<file path="config.mk">
export PLATFORM = sky130hd
export DESIGN_NAME = vga_timing_gen
export DESIGN_NICKNAME = d
export VERILOG_FILES = /design/src/rtl/vga_timing_pkg.sv /design/src/rtl/vga_axis_counter.sv /design/src/rtl/vga_timing_gen.sv
export SDC_FILE = /design/constraint.sdc
export NUM_CORES = 1
export LEC_CHECK = 0
export BUFFER_PORTS_ARGS = -buffer_cell sky130_fd_sc_hd__buf_2
export CAP_MARGIN = 20
export CORE_AREA = 2 2 62 64
export CTS_CLUSTER_DIAMETER = 80
export DETAILED_ROUTE_END_ITERATION = 8
export DIE_AREA = 0 0 64 66
export PLACE_DENSITY = 0.73
export SLEW_MARGIN = 20
export SYNTH_ARGS = -nofsm -noshare
export SYNTH_HDL_FRONTEND = slang
export SYNTH_SLANG_ARGS = --single-unit
</file>
<file path="constraint.sdc">
create_clock -name clk -period 2.7 [get_ports clk]
set_clock_uncertainty 0.15 [all_clocks]
set_input_delay 0.135 -clock clk [delete_from_list [all_inputs] [get_ports clk]]
set_output_delay 0.135 -clock clk [all_outputs]
set_load 0.05 [all_outputs]
</file>
<file path="src/rtl/vga_timing_pkg.sv">
// Shared VGA timing constants (640x480@60 defaults), sync polarities and
// the per-axis total computation used by the timing generator and its counters.
package vga_timing_pkg;

   localparam logic POL_ACTIVE_LOW  = 1'b0;
   localparam logic POL_ACTIVE_HIGH = 1'b1;

   localparam int DEF_H_ACTIVE = 640;
   localparam int DEF_H_FP     = 16;
   localparam int DEF_H_SYNC   = 96;
   localparam int DEF_H_BP     = 48;
   localparam int DEF_V_ACTIVE = 480;
   localparam int DEF_V_FP     = 10;
   localparam int DEF_V_SYNC   = 2;
   localparam int DEF_V_BP     = 33;
   localparam int DEF_CLK_DIV  = 2;

   function automatic int axis_total(input int active, input int fp, input int sync, input int bp);
      return active + fp + sync + bp;
   endfunction

   localparam int DEF_H_TOTAL = axis_total(DEF_H_ACTIVE, DEF_H_FP, DEF_H_SYNC, DEF_H_BP);
   localparam int DEF_V_TOTAL = axis_total(DEF_V_ACTIVE, DEF_V_FP, DEF_V_SYNC, DEF_V_BP);

endpackage

</file>
<file path="src/rtl/vga_axis_counter.sv">
// One raster axis: wrapping position counter with registered sync level.
// active is the decode of the position about to be loaded, so the parent can register it.
module vga_axis_counter
   import vga_timing_pkg::*;
#(
   parameter int   ACTIVE = DEF_H_ACTIVE,
   parameter int   FP     = DEF_H_FP,
   parameter int   SYNC   = DEF_H_SYNC,
   parameter int   BP     = DEF_H_BP,
   parameter logic POL    = POL_ACTIVE_LOW,
   parameter int   W      = 10
) (
   input  logic         clk,
   input  logic         clear_n,
   input  logic         inc,
   output logic [W-1:0] count,
   output logic         wrap,
   output logic         active,
   output logic         sync
);

   localparam int TOTAL = axis_total(ACTIVE, FP, SYNC, BP);
   localparam logic [W-1:0] LAST      = W'(TOTAL - 1);
   localparam logic [W:0]   ACTIVE_L  = (W+1)'(ACTIVE);
   localparam logic [W:0]   SYNC_LO   = (W+1)'(ACTIVE + FP);
   localparam logic [W:0]   SYNC_HI   = (W+1)'(ACTIVE + FP + SYNC);

   generate
      if ((TOTAL - 1) > ((1 << W) - 1)) begin : g_range_err
         $error("vga_axis_counter: TOTAL-1 does not fit in count width");
      end
   endgenerate

   logic [W-1:0] count_q, count_d;
   logic         sync_q, sync_d;
   logic [W:0]   count_ext;

   always_comb begin
      wrap    = (count_q == LAST);
      count_d = count_q;
      if (inc) begin
         count_d = wrap ? '0 : count_q + 1'b1;
      end
      count_ext = {1'b0, count_d};
      active    = (count_ext < ACTIVE_L);
      sync_d    = ((count_ext >= SYNC_LO) && (count_ext < SYNC_HI)) ? POL : ~POL;
   end

   always_ff @(posedge clk or negedge clear_n) begin
      if (!clear_n) begin
         count_q <= LAST;
         sync_q  <= ~POL;
      end else begin
         count_q <= count_d;
         sync_q  <= sync_d;
      end
   end

   assign count = count_q;
   assign sync  = sync_q;

endmodule

</file>
<file path="src/rtl/vga_timing_gen.sv">
// Parametrised VGA raster timing generator: pixel-rate divider, h/v axis
// counters, active-video flag, line/frame strobes and a wrapping frame counter.
module vga_timing_gen
   import vga_timing_pkg::*;
#(
   parameter int   H_ACTIVE  = DEF_H_ACTIVE,
   parameter int   H_FP      = DEF_H_FP,
   parameter int   H_SYNC    = DEF_H_SYNC,
   parameter int   H_BP      = DEF_H_BP,
   parameter int   V_ACTIVE  = DEF_V_ACTIVE,
   parameter int   V_FP      = DEF_V_FP,
   parameter int   V_SYNC    = DEF_V_SYNC,
   parameter int   V_BP      = DEF_V_BP,
   parameter logic HSYNC_POL = POL_ACTIVE_LOW,
   parameter logic VSYNC_POL = POL_ACTIVE_LOW,
   parameter int   CLK_DIV   = DEF_CLK_DIV,
   parameter int   CNT_W     = 10,
   parameter int   FRAME_W   = 8
) (
   input  logic               clk,
   input  logic               clear_n,
   input  logic               enable,
   output logic               pix_en,
   output logic [CNT_W-1:0]   hcount,
   output logic [CNT_W-1:0]   vcount,
   output logic               hsync,
   output logic               vsync,
   output logic               bright,
   output logic               line_start,
   output logic               frame_start,
   output logic [FRAME_W-1:0] frame_count
);

   localparam int DIV_W = (CLK_DIV > 1) ? $clog2(CLK_DIV) : 1;
   localparam logic [DIV_W-1:0] DIV_LAST = DIV_W'(CLK_DIV - 1);

   generate
      if (CLK_DIV < 1) begin : g_div_err
         $error("vga_timing_gen: CLK_DIV must be at least 1");
      end
   endgenerate

   logic [DIV_W-1:0]   div_cnt_q, div_cnt_d;
   logic               pix_en_q, pix_en_d;
   logic               line_start_q, line_start_d;
   logic               frame_start_q, frame_start_d;
   logic               bright_q, bright_d;
   logic [FRAME_W-1:0] frame_count_q, frame_count_d;
   logic               tick, v_inc;
   logic               h_wrap, v_wrap, h_active, v_active;

   vga_axis_counter #(
      .ACTIVE (H_ACTIVE), .FP (H_FP), .SYNC (H_SYNC), .BP (H_BP),
      .POL    (HSYNC_POL), .W (CNT_W)
   ) u_h_axis (
      .clk     (clk),
      .clear_n (clear_n),
      .inc     (tick),
      .count   (hcount),
      .wrap    (h_wrap),
      .active  (h_active),
      .sync    (hsync)
   );

   vga_axis_counter #(
      .ACTIVE (V_ACTIVE), .FP (V_FP), .SYNC (V_SYNC), .BP (V_BP),
      .POL    (VSYNC_POL), .W (CNT_W)
   ) u_v_axis (
      .clk     (clk),
      .clear_n (clear_n),
      .inc     (v_inc),
      .count   (vcount),
      .wrap    (v_wrap),
      .active  (v_active),
      .sync    (vsync)
   );

   always_comb begin
      tick      = enable && (div_cnt_q == DIV_LAST);
      v_inc     = tick && h_wrap;
      div_cnt_d = '0;
      if (enable && !tick) begin
         div_cnt_d = div_cnt_q + 1'b1;
      end
      // Strobes mark the clk in which the new position first appears.
      pix_en_d      = tick;
      line_start_d  = tick && h_wrap;
      frame_start_d = tick && h_wrap && v_wrap;
      bright_d      = h_active && v_active;
      frame_count_d = frame_count_q + FRAME_W'(frame_start_d);
   end

   always_ff @(posedge clk or negedge clear_n) begin
      if (!clear_n) begin
         div_cnt_q     <= '0;
         pix_en_q      <= 1'b0;
         line_start_q  <= 1'b0;
         frame_start_q <= 1'b0;
         bright_q      <= 1'b0;
         frame_count_q <= '0;
      end else begin
         div_cnt_q     <= div_cnt_d;
         pix_en_q      <= pix_en_d;
         line_start_q  <= line_start_d;
         frame_start_q <= frame_start_d;
         bright_q      <= bright_d;
         frame_count_q <= frame_count_d;
      end
   end

   assign pix_en      = pix_en_q;
   assign line_start  = line_start_q;
   assign frame_start = frame_start_q;
   assign bright      = bright_q;
   assign frame_count = frame_count_q;

endmodule

</file>
# Word-level counts from Yosys, hierarchy flattened
# Index checks and enable logic that the tools add are counted.
# op_classes
div	0
bitwise	0
addsub	4
mul	0
n_lt_le_gt_ge	6
muxes	7
n_reduce_logical	8
shift	0
eq_ne	2
# ops
operator	count
10-bit two-way mux	4
10-bit by 1-bit adder with 10-bit output, second input constant	2
10-bit == test, second input constant	2
10-bit less-than comparator, second input constant	2
10-bit by 9-bit less-than comparator with 1-bit output, second input constant	2
10-bit greater-or-equal comparator, second input constant	1
10-bit by 9-bit greater-or-equal comparator with 1-bit output, second input constant	1
8-bit by 1-bit adder with 8-bit output	1
1-bit logical AND	7
1-bit two-way mux	3
1-bit adder, second input constant	1
1-bit zero test	1
# totals
rom_bits	0
mem_count	0
ram_bits	0
inputBits	3
ff_bits	35
latch_bits	0
output_inout_bits	34

# Logic depth before layout (Yosys ltp)
# Gate-level depths: netlist (run 1).
# logic_depth
depth_word	6
mapped_depth	10
ltp_nobuf	10

# Hierarchy
# A second synthesis (run 1) with hierarchy kept.
# unflattened
hier_cells	169
hier_area_um2	1824.2
# modules_own_cells
module	area_per_inst_um2	seq_area_each_um2	cells_per_inst	n_inst
vga_axis_counter at u_v_axis	694.4	280.3	68	1
vga_axis_counter at u_h_axis	656.9	285.3	68	1
vga_timing_gen	473.0	325.3	33	1

# Least setup slack after synthesis (run 1)
# OpenSTA, ideal clock, no wires.
# synth_path
path_kind	register -> register
startpoint	register u_h_axis.count_q[0] (netlist: u_h_axis.count[0])
endpoint	register frame_count_q[7] (netlist: frame_count[7])
path_buffers	0
t_arrival_ns	2.697
setup_slack_ns	-0.288
path_stages_with_launch	10
cell_sequence	dfstp_2 > ha_1 > nand2_1 > or4_4 > nor2_1 > ha_1 > and3_1 > nand3_1 > or2_2 > xnor2_1
# synth_via
elab_chain_len	4
# synth_lines
item	line	rtl
from (decl)	vga_axis_counter.sv:34	logic [W-1:0] count_q, count_d;
from (signal assigned)	vga_axis_counter.sv:54	count_q <= count_d;
10-bit == test	vga_axis_counter.sv:39	wrap = (count_q == LAST);
1-bit logical AND (2 in a row)	vga_timing_gen.sv:88	frame_start_d = tick && h_wrap && v_wrap;
net frame_start_d	vga_timing_gen.sv:46	logic frame_start_q, frame_start_d;
8-bit by 1-bit adder with 8-bit output	vga_timing_gen.sv:90	frame_count_d = frame_count_q + FRAME_W'(frame_start_d);
net frame_count_d[7]	vga_timing_gen.sv:48	logic [FRAME_W-1:0] frame_count_q, frame_count_d;
to (signal assigned)	vga_timing_gen.sv:107	frame_count_q <= frame_count_d;
to (decl)	vga_timing_gen.sv:48	
# The timed path passes the listed nets, and every way through them passes these cells.

# Worst setup path in the final report (run 1)
# Ends and elaborated chain as after synthesis.

==> results by group, run 1 <==
Run status
  • Run status: finished, final reports clean

GRT
  • Initial antenna violation count: 0
  • Vias in the first global route: approximately 1200
  • GRT overflow: 0
  • First-pass GRT wire length: about 5500 µm
  • GRT Util Overall: 16.93%
  • Largest net degree at the start of global routing: 36

Critical path
  • CP delay by family, top: simple AND/OR/NAND/NOR gates
  • CP max stage delay: around 0.66 ns
  • R2R depth: 9
  • Cell Chain, Critical Path: ha_4 > nand2_2 > or4_4 > nor2_4 > ha_4 > and3_1 > nand3_2 > or2_4 > xnor2_1
  • Crit-path slowest cell: dfstp_4
  • Critical register-to-register path startpoint: u_h_axis.count[0]
  • CP Max Fanout: 5
  • CP Data Arrival Time: around 2.6 ns
  • WS Path Type: flip-flop to flip-flop
  • Critical path launch point type: flip-flop
  • Reg2Reg Capture Point: frame_count[7]
  • Most frequent CP cell: ha_4
  • Reg2Reg Setup Slack: 0.14 ns
  • Req. time, crit path: 2.78 ns
  • Worst setup EP type: flip-flop
  • WP buf/inv: 0

Timing
  • Hold Slack: roughly 0.24 ns
  • F_max: 0.3905 GHz
  • Period utilisation layout: 94.83%
  • Setup TNS Final: 0 ns
  • Max Slew Vio Count: 0
  • Setup violators final: 0
  • Min Tclk post-route: roughly 2.6 ns
  • Worst-Margin Slew: around 0.74 ns
  • RSZ-0062 raised after global routing: no
  • Final Hold Vio Count: 0
  • Slew HR: roughly half

Yosys
  • Synth warn: 0
  • Yosys reg bits: 35
  • Post-synth ARST share: 100.0%
  • Synthesized area: approximately 0.0016 mm²
  • Top-area cell type share of the netlist area: about a third
  • Ys flop type: dfrtp_1
  • Avg Cell Area, Syn: around 11 µm²
  • Yosys top cell by area: dfrtp_1
  • Count of cell types in the netlist: 36
  • Gate Count Post-Synth: approximately 150
  • Post-synth EDFFs: 0
  • Syn nets: 160
  • Sequential-to-total area share from yosys stat: between 50 and 60%
  • Top post-synthesis cells by area: dfrtp_1 35%, dfstp_2 19%, xnor2_1 6.9%

Detailed routing
  • Highest metal used: met4
  • Detailed Route WL: between 3000 and 4000 µm
  • M1 WL: ~1500 µm
  • Routed Antenna Nets: 0
  • Vias post-DR: between 1000 and 1500
  • Drt first-iter violations: 42
  • 1st-pass router iterations: 4
  • Met3 Wirelength: 195 µm
  • Met2 Wirelength: 1445 µm
  • Drt drc: 0
  • WL/cell: ~13 µm
  • Vias/cell: about 5.2

Layout
  • Fraction of layout cells with a size suffix above 1: roughly 38%
  • Area Overhead vs Synth: 24.07%
  • Number of inserted diodes: 0
  • Total of fill cells in the finished design: 313
  • Fin nets: 207

CTS
  • Worst skew pair latency: ~0.34 ns
  • H-tree Lvls: 2
  • Num CTS Buffers: 5
  • Clock tree root buffer cell: clkbuf_4
  • Longest Clk Path Bufs: 2
  • Clock transition at path regs: roughly 0.10 ns
  • Clock sink total: 35
  • CTS tree: yes

Power and ir drop
  • Leakage: between 0.9 and 1 nW
  • Power density over the cells: 561.2 mW/mm²
  • Peak supply drop: around 0.00024 V

Floorplan
  • Die Y: roughly 66 µm
  • Starting Density: approximately 46%
  • Placement Rows: 22
  • Die footprint: between 0.004 and 0.005 mm²
  • Core Area: about 0.0036 mm²
  • IO Count: 37
  • Chip width: between 60 and 70 µm

Run
  • Number of max-cap violations: 0

Worst hold path
  • Worst min-delay path class: input port to asynchronous set/reset pin

Placed design
  • Global placement routability congestion: ~0.8
  • Number of buffers added on ports: 36
  • Detail Placement HPWL: ~2400 µm
[worst reg2reg max path, delay by kind of cell (launching register included)]
kind	cells	cell delay [ns]
xor gates and xnor gates	1	0.12
adders and majority gates	2	0.29
DFF	1	0.66
and+or+nand+nor	6	1.25
[logic make-up (layout without fill, tap and decap cells)]
kind of cell	count (synthesis)	after routing	synth area share (%)
AO/OA/AOI/OAI	14	14	5.027
XOR/XNOR	19	19	10.59
adder cells (fa/ha/maj)	5	5	3.808
buffers and inverters	8	56	1.979
flip-flops	35	35	54.23
multiplexers	1	1	0.6854
AND/OR/NAND/NOR	70	70	23.69
[cell usage after synthesis, types with 4 or more instances]
library cell and n:
dfrtp_1 23, nand3_1 14, nand2_1 13, xnor2_1 13, dfstp_2 12, nor2_1 10
o21ai_0 8, nor3_1 6, ha_1 5, nand4_1 5, xor2_1 5, inv_1 4
[worst max-delay path by stage]
stage	from	endpoint	slack, ns	depth (start not counted)
after floorplan	u_h_axis.count[0]	frame_count[7]	0.0003	9
after global placement	u_h_axis.count[1]	frame_count[7]	0.13	9
after detailed placement	u_h_axis.count[1]	frame_count[7]	0.09	9
after CTS	u_h_axis.count[1]	frame_count[7]	0.06	9
after global routing	u_h_axis.count[1]	frame_count[7]	0.03	9
final	u_h_axis.count[0]	frame_count[7]	0.14	9
[metrics by stage]
step                total power, mW  util (%)  setup slack, ns  instances  area, µm²
CTS                           1.142     56.91          0.06016        246       2021
finish                        1.144     57.40           0.1395        248       2038
global route                  1.203     57.40          0.02642        248       2038
detailed placement           0.8499     54.65          0.09228        236       1941
floorplan                    0.7942         -        0.0002933        152       1692
global placement             0.8416     54.65           0.1337        236       1941
[layer usage]
layer	track usage (%)	up-vias
met5	0	-
met4	5.707	0
met3	5.451	4
met2	25.26	37
met1	23.20	624
li1	-	621
[what timing repair did]
action	4_1_cts	5_1_grt
setup endpoints to repair	0	2
hold buffers	2	0
hold endpoints to repair	24	0
setup buffers	0	2
resized for setup	0	1
[cells in the final DEF, fill, tap and decap left out, drive strengths merged, types with 2 or more instances in the layout]
cell type and count:
xnor2 14, nand2 14, or2 3, inv 5
a21o 2, and4 3, and3 3, nor3 6
a21oi 2, ha 5, xor2 5, nand4 5
nor2 10, o21ai 8, dlygate4sd3 2, dfrtp 23
clkbuf 7, nand3 14, dfstp 12, buf 41
or3 3
[registers in the layout, summed over array words and instances (netlist names)]
register / cells
bright: 1
div_cnt_q: 1
frame_count: 8
frame_start: 1
line_start: 1
pix_en: 1
u_h_axis.count: 10
u_h_axis.sync: 1
u_v_axis.count: 10
u_v_axis.sync: 1
[cell type report]
cell class                      count  area (µm²)  area share, %
Inverter                            5       18.77         0.9208
Sequential cell                    35       899.6          44.14
Timing Repair Buffer               43       237.7          11.66
Clock buffer                        7       55.05          2.701
Clock inverter                      1       5.005         0.2455
Tap cell                           48       60.06          2.947
Multi-Input combinational cell    109       762.0          37.38
[power breakdown]
part           internal (mW)  switching (mW)
combinational         0.0663           0.161
sequential             0.583          0.0441
clock                  0.126           0.163
(Power assumes the default switching activity.)
==> run 2: changes to the inputs <==
--- a/config.mk
+++ b/config.mk
@@ -7,11 +7,12 @@
 export LEC_CHECK = 0
 export BUFFER_PORTS_ARGS = -buffer_cell sky130_fd_sc_hd__buf_2
 export CAP_MARGIN = 20
-export CORE_AREA = 2 2 62 64
+export CORE_AREA = 2 2 56 71
 export CTS_CLUSTER_DIAMETER = 80
 export DETAILED_ROUTE_END_ITERATION = 8
-export DIE_AREA = 0 0 64 66
-export PLACE_DENSITY = 0.73
+export DIE_AREA = 0 0 58 73
+export MAX_ROUTING_LAYER = met4
+export PLACE_DENSITY = 0.72
 export SLEW_MARGIN = 20
 export SYNTH_ARGS = -nofsm -noshare
 export SYNTH_HDL_FRONTEND = slang
==> results by group, run 2 (synthesis results as in run 1) <==
Layout
  • Final Core Density: 56.52% (-0.88 points)
  • Total of fill cells in the finished design: 334 (+6.7%)
  • Fraction of layout cells with a size suffix above 1: 37.37% (-0.13 points)
  • Commonest non-fill, non-tap cells in the layout: 36 x buf_2, 22 x dfrtp_1, 13 x nand3_1
  • Number of inserted diodes: 0 (unchanged)
  • Commonest non-fill, non-tap cell in the layout: buf_2
  • Finished Layout Cells: 238 (-4.0%)
  • Area Overhead vs Synth: 24.83%
  • Fin nets: 205 (-0.97%)

Critical path
  • CP Max Fanout: 4 (-1)
  • Worst setup EP type: flip-flop
  • CP Data Arrival Time: 2.69 ns (+0.05 ns)
  • Req. time, crit path: 2.74 ns (-0.04 ns)
  • Critical path launch point type: flip-flop
  • WS Path Type: flip-flop to flip-flop

Run status
  • Run status: finished, final reports clean

CTS
  • Num CTS Buffers: 5 (unchanged)
  • CTS tree: yes
  • Longest Clk Path Bufs: 2 (unchanged)
  • Worst skew pair latency: 0.30 ns (-0.04 ns)
  • Clock transition at path regs: 0.07 ns (-0.03 ns)
  • Clock tree root buffer cell: clkbuf_8
  • Clock sink total: 35 (unchanged)
  • H-tree Lvls: 2 (unchanged)

Floorplan
  • Die footprint: 0.004234 mm² (+0.24%)
  • Chip width: 58 µm (-9.4%)
  • Core Area: 0.003628 mm² (+2.2%)
  • Placement Rows: 25 (+14%)
  • Die Y: 73 µm (+11%)
  • Starting Density: 45.28% (-0.99 points)
  • IO Count: 37 (unchanged)

GRT
  • GRT Util Overall: 19.19% (+2.3 points)
  • First-pass GRT wire length: 5816 µm (+6.7%)
  • GRT overflow: 0 (unchanged)
  • Largest net degree at the start of global routing: 36 (unchanged)
  • Initial antenna violation count: 0 (unchanged)
  • Vias in the first global route: 1280 (+7.5%)

Detailed routing
  • 1st-pass router iterations: 4 (unchanged)
  • Vias/cell: 5.429 (+4.7%)
  • WL/cell: 14.75 µm (+14%)
  • Drt drc: 0 (unchanged)
  • Drt first-iter violations: 36 (-14%)
  • Routed Antenna Nets: 0 (unchanged)
  • Vias post-DR: 1292 (+0.47%)
  • Detailed Route WL: 3511 µm (+9.5%)

Power and ir drop
  • Power density over the cells: 601.2 mW/mm² (+7.1%)
  • Leakage: 0.9992 nW (+1.3%)
  • Total power: 1.233 mW (+7.8%)
  • Peak supply drop: 0.0004631 V (+92%)

Timing
  • Final Hold Vio Count: 0 (unchanged)
  • Hold Slack: 0.2861 ns (+0.04882 ns)
  • RSZ-0062 raised after global routing: yes
  • Max Slew Vio Count: 0 (unchanged)
  • Setup TNS Final: 0 ns (unchanged)
  • Setup violators final: 0 (unchanged)
  • Slew HR: 49.34% (-1.4 points)
  • Period utilisation layout: 98.16% (+3.3 points)
  • Min Tclk post-route: 2.650 ns (+0.08988 ns)
  • F_max: 0.3773 GHz (-3.4%)
  • Worst-Margin Slew: 0.7599 ns (+0.02028 ns)

Placed design
  • Global placement routability congestion: 0.7906 (-0.91%)
  • Detail Placement HPWL: 2591 µm (+9.7%)
  • Dpl cells: 226 (-4.2%)
  • Number of buffers added on ports: 36 (unchanged)

Run
  • Number of max-cap violations: 0 (unchanged)

Worst hold path
  • Worst min-delay path class: input port to asynchronous set/reset pin
## run 2: stage by stage
stage	setup WS, ns	cell area [µm²]
after floorplan	0.0002933	1692
after global placement	0.1062	1916
after detailed placement	0.04325	1916
after CTS	0.02312	2021
after global routing	-0.02166	2051
final	0.04961	2051
## run 2: final cells by class
| cell class | count | area (µm²) | share of cell area, % |
|---|---|---|---|
| clock buffers | 6 | 72.57 | 3.539 |
| clock inverters | 2 | 12.51 | 0.6101 |
| inverters | 5 | 18.77 | 0.9152 |
| multi-input cells | 109 | 774.5 | 37.77 |
| flip-flops and latches | 35 | 899.6 | 43.87 |
| well taps | 40 | 50.05 | 2.441 |
| repair buffers | 41 | 222.7 | 10.86 |
## run 2: worst max-delay path, stage by stage, from the launching register on
cell and delay (ns):
dfstp_4 0.64, ha_4 0.15, nand2_4 0.06, or4_4 0.58, nor2_4 0.16, ha_4 0.15, and3_1 0.17, nand3_2 0.09
or2_4 0.25, xnor2_2 0.13
## run 2: final timing paths
check	cells after the start	to	slack, ns	startpoint
worst max-delay path	9	frame_count[7]	0.05	u_h_axis.count[1]
worst min-delay path	2	frame_count[2]	0.29	clear_n
worst max register to register	9	frame_count[7]	0.05	u_h_axis.count[1]
worst min register to register	1	div_cnt_q	0.32	div_cnt_q
max in group asynchronous	2	u_h_axis.count[7]	1.59	clear_n
min in group clk	1	div_cnt_q	0.32	div_cnt_q
## run 2: layer usage
layer / global-route usage, % / vias up / share of wire (%)
met3: 6.206 / 7 / 4.2
met1: 21.23 / 645 / 40
li1: - / 615 / -
met2: 30.81 / 25 / 53
met5: - / - / 0
met4: 9.819 / 0 / 2.3
## run 2: report_power, final
| group | leakage (nW) | internal, mW | switching (mW) |
|---|---|---|---|
| combinational | 0.530 | 0.0625 | 0.159 |
| clock | 0.0412 | 0.180 | 0.195 |
| sequential | 0.428 | 0.584 | 0.0517 |
| total | 0.999 | 0.827 | 0.406 |
## run 2: timing repair
| item | CTS | global route |
|---|---|---|
| endpoints found under the hold margin | 24 | 0 |
| gates resized for setup | 0 | 3 |
| buffers inserted | 0 | 2 |
| hold buffers | 2 | 0 |
| endpoints found under the setup margin | 0 | 2 |
==> run 3: changes to the inputs <==
--- a/config.mk
+++ b/config.mk
@@ -5,14 +5,15 @@
 export SDC_FILE = /design/constraint.sdc
 export NUM_CORES = 1
 export LEC_CHECK = 0
+export ABC_AREA = 1
 export BUFFER_PORTS_ARGS = -buffer_cell sky130_fd_sc_hd__buf_2
 export CAP_MARGIN = 20
-export CORE_AREA = 2 2 56 71
+export CORE_AREA = 2 2 60 76
 export CTS_CLUSTER_DIAMETER = 80
 export DETAILED_ROUTE_END_ITERATION = 8
-export DIE_AREA = 0 0 58 73
+export DIE_AREA = 0 0 62 78
 export MAX_ROUTING_LAYER = met4
-export PLACE_DENSITY = 0.72
+export PLACE_DENSITY = 0.74
 export SLEW_MARGIN = 20
 export SYNTH_ARGS = -nofsm -noshare
 export SYNTH_HDL_FRONTEND = slang
==> results by group, run 3 <==
CTS
  • Longest Clk Path Bufs: 2 (unchanged)
  • # Post-CTS Setup Buffers: 0 (unchanged)
  • Worst skew pair latency: 0.28 ns (-0.02 ns)
  • Num CTS Buffers: 5 (unchanged)
  • H-tree Lvls: 2 (unchanged)
  • Clock sink total: 35 (unchanged)
  • Clock tree root buffer cell: clkbuf_8
  • Clock transition at path regs: 0.07 ns (about the same)
  • CTS tree: yes

Power and ir drop
  • Power density over the cells: 743.8 mW/mm² (+24%)
  • Part of the power in registers: 42.8% (-8.8 points)
  • Internal power: 0.9675 mW (+17%)
  • Clock power share: 20.9% (-9.5 points)
  • Sw Ratio: 44.41% (+11 points)
  • Combinational fraction of design power: 36.4% (+18 points)
  • P_sw: 0.7728 mW (+90%)
  • Peak supply drop: 0.0002966 V (-36%)
  • Leakage: 1.267 nW (+27%)

GRT
  • Largest net degree at the start of global routing: 36 (unchanged)
  • Vias in the first global route: 1547 (+21%)
  • Met3 GRT Util: 4.833% (-1.4 points)
  • GRT overflow: 0 (unchanged)
  • First-pass GRT wire length: 6927 µm (+19%)
  • Most used routing layer: met2
  • GRT Util Overall: 19.66% (+0.47 points)
  • GRT met2 Usage: 31.25% (+0.44 points)
  • Initial antenna violation count: 0 (unchanged)
  • Met1 layer usage reported by global route: 23.30% (+2.1 points)

Timing
  • Min Tclk post-route: 2.326 ns (-0.3249 ns)
  • Slew HR: 49.41% (+0.074 points)
  • RSZ-0062 raised after global routing: no
  • Setup violators final: 0 (unchanged)
  • Period utilisation layout: 86.13% (-12 points)
  • Hold Slack: 0.3043 ns (+0.01820 ns)
  • Final Hold Vio Count: 0 (unchanged)
  • Setup TNS Final: 0 ns (unchanged)
  • Max Slew Vio Count: 0 (unchanged)
  • Worst-Margin Slew: 0.7588 ns (-0.001108 ns)
  • F_max: 0.4300 GHz (+14%)

Detailed routing
  • 1st-pass router iterations: 4 (unchanged)
  • Routed Antenna Nets: 0 (unchanged)
  • Vias post-DR: 1676 (+30%)
  • Drt drc: 0 (unchanged)
  • Vias/cell: 4.844 (-11%)
  • Drt first-iter violations: 105 (+190%)
  • WL/cell: 12.08 µm (-18%)
  • Detailed Route WL: 4180 µm (+19%)

Yosys
  • Sequential-to-total area share from yosys stat: 44.70% (-9.5 points)
  • Post-synth top cells: 66 x nand2_1, 34 x inv_1, 23 x dfrtp_1
  • Ys flop type: dfrtp_1
  • Most common cell in the synthesized netlist: nand2_1
  • Yosys reg bits: 35 (unchanged)
  • Post-synth EDFFs: 0 (unchanged)
  • Adder-Cell Fraction of Synth Area: 3.139% (-0.67 points)
  • Avg Cell Area, Syn: 8.135 µm² (-25%)
  • Post-synthesis xor/xnor area fraction: 4.394% (-6.2 points)
  • Synth warn: 0 (unchanged)
  • Syn nets: 253 (+58%)
  • Post-synth ARST share: 100.0% (unchanged)
  • Top post-synthesis cells by area: dfrtp_1 29%, dfstp_2 16%, nand2_1 12%
  • Top-area cell type share of the netlist area: 28.88% (-6.2 points)
  • Count of cell types in the netlist: 31 (-14%)
  • Synthesized area: 0.001993 mm² (+21%)
  • Multiplexer share of the synthesized area: 0% (-0.69 points)
  • Post-synthesis compound-gate area fraction: 1.695% (-3.3 points)
  • Yosys top cell by area: dfrtp_1
  • Gate Count Post-Synth: 245 (+61%)
  • Main combinational cell family by area after synthesis: simple AND/OR/NAND/NOR gates
  • Synth Area in Simple Gates: 37.54% (+14 points)

Layout
  • Commonest non-fill, non-tap cell in the layout: nand2_1
  • Area Overhead vs Synth: 17.39%
  • Commonest non-fill, non-tap cells in the layout: 66 x nand2_1, 36 x buf_2, 34 x inv_1
  • Fraction of layout cells with a size suffix above 1: 31.03% (-6.3 points)
  • Fin nets: 297 (+45%)
  • Number of inserted diodes: 0 (unchanged)

Run status
  • Run status: finished, final reports clean

Placed design
  • Detail Placement HPWL: 3053 µm (+18%)
  • Number of buffers added on ports: 36 (unchanged)
  • Global placement routability congestion: 0.8998 (+14%)

Floorplan
  • Placement Rows: 26 (+4.0%)
  • Starting Density: 49.02% (+3.7 points)
  • Chip width: 62 µm (+6.9%)
  • IO Count: 37 (unchanged)
  • Die footprint: 0.004836 mm² (+14%)
  • Die Y: 78 µm (+6.8%)
  • Core Area: 0.004066 mm² (+12%)

Critical path
  • CP Data Arrival Time: 2.38 ns (-0.31 ns)
  • WS Path Type: flip-flop to flip-flop
  • CP Max Fanout: 5 (+1)
  • Req. time, crit path: 2.75 ns (about the same)
  • Critical path launch point type: flip-flop
  • Crit path from: u_v_axis.count[0]
  • Reg2Reg Setup Slack: 0.37 ns (+0.32 ns)
  • Worst setup EP type: flip-flop
  • Critical register-to-register path startpoint: u_v_axis.count[0]

Worst hold path
  • Worst min-delay path class: input port to asynchronous set/reset pin

Run
  • Number of max-cap violations: 0 (unchanged)
run 3: cell types whose count changed in the layout (fill, tap and decap cells not counted), moves of 3 or more:
cell and change:
nand2_1 +54, inv_1 +30, nor2_1 +13, xnor2_1 -9, nand2_2 +8, inv_2 +6, nand4_1 +6, nor2_2 +6
o21ai_0 -6, nor3_1 -4, and3_1 -3, and4_1 -3, nand3_1 +3, or3_1 -3
run 3: final cells by class:
type | count | area [µm²]
clock inverter | 2 | 12.51
sequential | 35 | 890.9
inverter | 41 | 153.9
multi-input combinational | 167 | 932.1
clock buffer | 6 | 72.57
fill | 375 | 1727
tap | 56 | 70.07
timing repair buffer | 39 | 207.7
run 3: final timing paths:
kind / to / depth (start not counted)
worst max register to register: frame_count[6] / 11
worst min register to register: frame_count[7] / 1
min in group clk: frame_count[7] / 1
max in group asynchronous: frame_count[1] / 2
worst max-delay path: frame_count[6] / 11
worst min-delay path: u_v_axis.count[0] / 2
run 3: routing by layer:
layer  up-vias  share of wire, %
li1        851                 -
met1       770                42
met2        47                51
met3         8               4.8
met4         0               2.2
met5         -                 0
run 3: worst max-delay path: stages, from the launching register on:
cell and delay, ns:
dfrtp_1 0.43, inv_1 0.11, ha_1 0.17, inv_1 0.06, nor4_1 0.24, nand4_1 0.11, nor2_1 0.16, ha_1 0.20
ha_1 0.19, nand3_1 0.11, nor2_1 0.14, xor2_1 0.18
run 3: power by group through the flow:
stage | registers [mW] | clock network, mW | logic, mW
final | 0.744 | 0.363 | 0.633
after global routing | 0.762 | 0.402 | 0.699
after CTS | 0.744 | 0.372 | 0.637
after detailed placement | 0.753 | 0 | 0.634
after global placement | 0.748 | 0 | 0.627
after floorplan | 0.995 | 0 | 0.248
run 3: metrics by stage:
step / total power [mW] / worst slack (ns) / utilization (%) / instance area [µm²] / std cells
final: 1.740 / 0.3745 / 57.54 / 2340 / 346
after global routing: 1.862 / 0.1647 / 57.54 / 2340 / 346
after CTS: 1.753 / 0.3320 / 57.54 / 2340 / 346
after detailed placement: 1.388 / 0.3379 / 54.95 / 2235 / 336
after global placement: 1.375 / 0.4732 / 54.95 / 2235 / 336
after floorplan: 1.243 / 0.1339 / - / 1993 / 245
run 3: what timing repair did:
action | CTS | global route
hold buffers | 2 | 0
hold endpoints to repair | 24 | 0
resized for setup | 0 | 0
run 3: logic make-up (layout without fill, tap and decap cells):
group	Yosys count	in the layout
AO/OA/AOI/OAI	6	6
XOR/XNOR	10	10
adder cells (fa/ha/maj)	5	5
buffers and inverters	43	88
flip-flops	35	35
AND/OR/NAND/NOR	146	146
